File: config.mk
export PLATFORM = sky130hd
export DESIGN_NAME = timer_dev_flat
export DESIGN_NICKNAME = d
export VERILOG_FILES = /design/src/rtl/timer_dev_if.sv /design/src/rtl/timer_dev.sv /design/src/flat_wrapper.sv
export SDC_FILE = /design/constraint.sdc
export NUM_CORES = 1
export LEC_CHECK = 0
export BUFFER_PORTS_ARGS = -buffer_cell sky130_fd_sc_hd__buf_2
export CAP_MARGIN = 30
export CORE_AREA = 4 4 118 120
export CTS_CLUSTER_DIAMETER = 40
export DETAILED_ROUTE_END_ITERATION = 12
export DIE_AREA = 0 0 122 124
export PLACE_DENSITY_LB_ADDON = 0.08
export SLEW_MARGIN = 10
export SYNTH_ARGS = -nofsm -noshare
export SYNTH_HDL_FRONTEND = slang
export SYNTH_SLANG_ARGS = --single-unit
File: constraint.sdc
create_clock -name clk -period 2.8 [get_ports clk]
set_clock_uncertainty 0.1 [all_clocks]
set_input_delay 0.56 -clock clk [delete_from_list [all_inputs] [get_ports clk]]
set_output_delay 0.56 -clock clk [all_outputs]
set_load 0.02 [all_outputs]
File: src/rtl/timer_dev_if.sv
// Data-memory bus slice between the CPU/bridge and the countdown timer.
interface timer_dev_if;
    logic [31:0] Addr;
    logic        WE;
    logic [31:0] WD;
    logic [31:0] RD;

    modport master (output Addr, output WE, output WD, input RD);
    modport slave  (input Addr, input WE, input WD, output RD);
endinterface

File: src/rtl/timer_dev.sv
// Memory-mapped countdown timer on the CPU data-memory bus; raises IRQ when COUNT expires.
// Build macro TIMER_PRESCALE_EN inserts a PRESCALE-cycle prescaler in front of each count step.
module timer_dev #(
    parameter int unsigned CNT_W    = 32,
    parameter int unsigned PRESCALE = 4
) (
    input  logic       clk,
    input  logic       reset,
    timer_dev_if.slave bus,
    output logic       IRQ
);
    typedef enum logic [1:0] {
        StIdle = 2'd0,
        StLoad = 2'd1,
        StCnt  = 2'd2,
        StInt  = 2'd3
    } state_e;

    localparam logic [1:0]       ModeReload = 2'b01;
    localparam logic [CNT_W-1:0] CntOne     = CNT_W'(1);

    state_e           state_q, state_d;
    logic             en_q, en_d;
    logic [1:0]       mode_q, mode_d;
    logic             im_q, im_d;
    logic [CNT_W-1:0] preset_q, preset_d;
    logic [CNT_W-1:0] count_q, count_d;
    logic             flag_q, flag_d;
    logic             step;
    logic             wr_ctrl, wr_preset;
    logic             unused_bus;

    assign wr_ctrl    = bus.WE && (bus.Addr[3:2] == 2'd0);
    assign wr_preset  = bus.WE && (bus.Addr[3:2] == 2'd1);
    assign unused_bus = ^{bus.Addr[31:4], bus.Addr[1:0], bus.WD};

`ifdef TIMER_PRESCALE_EN
    localparam int unsigned    PsW    = (PRESCALE > 1) ? $clog2(PRESCALE) : 1;
    localparam logic [PsW-1:0] PsLast = PsW'(PRESCALE - 1);

    logic [PsW-1:0] ps_q, ps_d;

    assign step = (ps_q == PsLast);

    always_comb begin
        ps_d = ps_q;
        if (state_q == StLoad) begin
            ps_d = '0;
        end else if (state_q == StCnt && en_q) begin
            ps_d = step ? '0 : ps_q + PsW'(1);
        end
    end

    always_ff @(posedge clk or negedge reset) begin
        if (!reset) begin
            ps_q <= '0;
        end else begin
            ps_q <= ps_d;
        end
    end
`else
    logic [31:0] unused_prescale;

    assign unused_prescale = PRESCALE;
    assign step            = 1'b1;
`endif

    always_ff @(posedge clk or negedge reset) begin
        if (!reset) begin
            state_q <= StIdle;
        end else begin
            state_q <= state_d;
        end
    end

    always_comb begin
        state_d = state_q;
        unique case (state_q)
            StIdle:  if (en_q) state_d = StLoad;
            StLoad:  state_d = StCnt;
            StCnt: begin
                if (!en_q) begin
                    state_d = StIdle;
                end else if (step && count_q <= CntOne) begin
                    state_d = StInt;
                end
            end
            StInt:   state_d = StIdle;
            default: state_d = StIdle;
        endcase
    end

    always_comb begin
        en_d     = en_q;
        mode_d   = mode_q;
        im_d     = im_q;
        preset_d = preset_q;
        count_d  = count_q;
        flag_d   = flag_q;

        if (state_q == StLoad) begin
            count_d = preset_q;
        end else if (state_q == StCnt && en_q && step) begin
            count_d = (count_q > CntOne) ? count_q - CntOne : '0;
        end

        if (wr_preset) begin
            preset_d = bus.WD[CNT_W-1:0];
        end

        // A CPU write to CTRL overrides whatever the expiry would have done this cycle.
        if (wr_ctrl) begin
            en_d   = bus.WD[0];
            mode_d = bus.WD[2:1];
            im_d   = bus.WD[3];
            flag_d = 1'b0;
        end else if (state_q == StInt) begin
            flag_d = 1'b1;
            if (mode_q != ModeReload) en_d = 1'b0;
        end else if (mode_q == ModeReload) begin
            flag_d = 1'b0;
        end
    end

    always_ff @(posedge clk or negedge reset) begin
        if (!reset) begin
            en_q     <= 1'b0;
            mode_q   <= 2'b00;
            im_q     <= 1'b0;
            preset_q <= '0;
            count_q  <= '0;
            flag_q   <= 1'b0;
        end else begin
            en_q     <= en_d;
            mode_q   <= mode_d;
            im_q     <= im_d;
            preset_q <= preset_d;
            count_q  <= count_d;
            flag_q   <= flag_d;
        end
    end

    always_comb begin
        bus.RD = '0;
        unique case (bus.Addr[3:2])
            2'd0:    bus.RD = {28'b0, im_q, mode_q, en_q};
            2'd1:    bus.RD = 32'(preset_q);
            2'd2:    bus.RD = 32'(count_q);
            default: bus.RD = '0;
        endcase
    end

    assign IRQ = flag_q & im_q;
endmodule
File: src/flat_wrapper.sv
// flat-port wrapper written by rule: the top's interface ports become plain ports
module timer_dev_flat 
#(
    parameter int unsigned CNT_W    = 32,
    parameter int unsigned PRESCALE = 4
)
  (clk, reset, IRQ, bus_Addr, bus_WE, bus_WD, bus_RD);
  timer_dev_if bus_i ();
  input  logic clk;
  input  logic reset;
  output logic IRQ;
  input wire logic [$bits(bus_i.Addr)-1:0] bus_Addr;
  input wire logic [$bits(bus_i.WE)-1:0] bus_WE;
  input wire logic [$bits(bus_i.WD)-1:0] bus_WD;
  output wire logic [$bits(bus_i.RD)-1:0] bus_RD;
  assign bus_i.Addr = bus_Addr;
  assign bus_i.WE = bus_WE;
  assign bus_i.WD = bus_WD;
  assign bus_RD = bus_i.RD;
  timer_dev #(.CNT_W(CNT_W), .PRESCALE(PRESCALE)) u_core (.clk(clk), .reset(reset), .bus(bus_i), .IRQ(IRQ));
endmodule
==> impl_metrics.csv <==
group,metric,value,unit
status,status,"complete, no violations",
yosys,postSynth.asyncResetShare,1.00,
yosys,ys_seq_area_frac,0.470,
global_route,top_usage_layer,"met2",
setup_path,cp-end-kind,"flop",
clocking,post_cts_buffers,0,
yosys,syn_area_per_cell,10.3,um2
setup_path,worstSetupStartpointType,"flop",
place,portBuffers,69,
yosys,netlist-cell-type-count,46,
finish,fin_nets,523,
yosys,synth_nets,437,
floorplanning,row_count,42,
route,detail_route.wl_per_cell,16.8,um
route,detail_route.drc_violations,0,
sta,timing.hold.ws,0.136,ns
place,gp_congestion,0.811,
power,power.density,950,nW/um2
yosys,yosysMostFrequentCell,"dfrtp_1",
yosys,yosys_most_used_dff,"dfrtp_1",
floorplanning,dieArea,15100,um2
sta,min_period,2.58,ns
route,drt_iter0_markers,133,
power,p_leak,2.09,nW
floorplanning,coreArea,13000,um2
finish,syn_to_final_growth,28.2,%
global_route,grt_pass1_wl,17200,um
global_route,grt_util_met2,0.243,
route,vias,3135,
finish,diodes,0,
global_route,met1_usage,0.192,
floorplanning,die_h,124,um
floorplanning,chipWidth,122,um
yosys,synthTopCellsByArea,"dfrtp_1 (47%), mux2_2 (10%), a22o_1 (6.7%), o21ai_0 (3.8%), nand2_1 (3.4%)",
global_route,overflow,0,
yosys,synth-edff-count,0,
setup_path,r2r-start,"u_core.count_q[18]",
floorplanning,pin_count,100,
place,placed_area,4510,um2
setup_path,cp_data_required_time,2.96,ns
global_route,antenna_found_initial,0,
clocking,clock_latency,0.34,ns
place,dpl.cell_count,619,
sta,finalCritPeriodShare,0.923,
route,drt-total-wl,10600,um
finish,multi_input_area,1930,um2
global_route,grt_usage,0.149,
power,peakVddDrop,0.325,mV
setup_path,crit_arrival,2.75,ns
clocking,htreeDepth,3,
sta,relSlewSlack,0.585,
sta,setup_tns,0,ns
global_route,grt_max_degree,48,
setup_path,crit_fanout,6,
yosys,yosys_warnings,0,
route,viasPerCell,4.94,
sta,hold_viol,0,
route,first_pass_iters,4,
yosys,synth_largest_area_cell,"dfrtp_1",
finish,final_design_area_no_fill,4850,um2
global_route,grt_pass1_vias,3196,
finish,drive_gt1_frac,0.344,
yosys,ys_top_cells_by_count,"dfrtp_1 (71), mux2_2 (35), nand2_1 (34)",
clocking,cts_tree,"done",
setup_path,cp-startpoint,"u_core.count_q[18]",
clocking,cts_root_buf,"clkbuf_16",
floorplanning,start_util,0.291,
clocking,clockBufferDepth,2,
clocking,path_clk_slew,0.05,ns
yosys,syn_inst,368,
route,ant_nets,0,
yosys,netlist_area,3780,um2
clocking,postCtsHoldBufs,0,
yosys,synth_top_area_share,0.470,
setup_path,worstSetupPathType,"reg -> reg",
clocking,cts_made_buffers,9,
finish,final_util,0.373,
sta,worst_slew_pin_slew,0.622,ns
job,cap_violations,0,
sta,finalSetupViolations,0,
global_route,use_met3,0.0463,
min_path,min_path_type,"in -> async",
sta,drv_slew,0,
finish,instances_no_fill,635,
yosys,ys_seq_elements,71,
sta,rsz0062_at_grt,"false",
finish,fillCellCount,1354,
finish,final-seq-area,1780,um2
sta,fmax,0.387,GHz
place,dp_hpwl,7480,um
clocking,clock_sinks,71,
-- metrics by stage --
step	power, W	setup slack (ns)
final	0.00461	0.216
after global routing	0.00494	0.0768
after CTS	0.00466	0.0887
after detailed placement	0.00337	0.122
after global placement	0.00336	0.0897
after floorplan	0.00272	0.234
-- path summary, 6_finish.rpt --
check / to / slack (ns) / cells past startpoint
worst min register to register: u_core.count_q[13] / 0.41 / 2
worst max register to register: u_core.count_q[27] / 0.22 / 6
max in group asynchronous: u_core.count_q[21] / 1.77 / 2
worst min-delay path: u_core.count_q[31] / 0.14 / 1
min in group clk: u_core.preset_q[7] / 0.34 / 2
worst max-delay path: u_core.count_q[27] / 0.22 / 6
-- layout make-up --
type | count | share of cell area
multi-input combinational | 271 | 0.398
inverter | 7 | 0.00542
clock buffer | 13 | 0.0537
timing repair buffer | 94 | 0.118
sequential | 71 | 0.367
tap | 176 | 0.0454
clock inverter | 3 | 0.0134
-- placed cells by master (no fill, tap or decap), types with 8 or more instances in the layout --
| master | n |
|---|---|
| dfrtp_1 | 71 |
| buf_2 | 69 |
| mux2_2 | 35 |
| nand2_1 | 34 |
| a22o_1 | 29 |
| o21ai_0 | 29 |
| buf_4 | 22 |
| nor2_1 | 18 |
| xnor2_1 | 12 |
| a21oi_1 | 10 |
| nand3_1 | 9 |
| xor2_1 | 9 |
| clkbuf_16 | 9 |
| nor3_1 | 8 |
-- cell families after synthesis --
| kind of cell | after synthesis | synth area share |
|---|---|---|
| AO/OA/AOI/OAI | 91 | 0.167 |
| XOR/XNOR | 21 | 0.0486 |
| adder cells (fa/ha/maj) | 2 | 0.00661 |
| buffers and inverters | 26 | 0.0258 |
| flip-flops | 71 | 0.470 |
| multiplexers | 39 | 0.115 |
| AND/OR/NAND/NOR | 118 | 0.167 |
-- metal layers --
metal	vias to the layer above	share of wire
met4	0	0.010
met2	68	0.47
li1	1532	-
met5	-	0
met1	1526	0.47
met3	9	0.051
-- critical path: stages (launching register included) --
cell and delay [ns]:
dfrtp_1 0.38, or4_4 0.54, or2_4 0.27, or3_4 0.39, or4_4 0.50, o31ai_2 0.20, o21bai_1 0.12
-- power by group --
part / leakage [nW] / internal, W / switching (W)
combinational: 1.07 / 0.000729 / 0.000876
clock: 0.160 / 0.000828 / 0.000432
sequential: 0.857 / 0.00136 / 0.000380
-- sequential cells by signal (all words and copies together) (netlist names) --
name / cells
u_core.en_q: 1
u_core.preset_q: 32
u_core.im_q: 1
u_core.count_q: 32
u_core.flag_q: 1
u_core.mode_q: 2
u_core.state_q: 2
-- what timing repair did --
action,CTS,global route
hold endpoints to repair,0,0
endpoints found under the setup margin,0,13
gates resized for setup,0,2
Note: power is estimated with default switching activity, not from simulation.
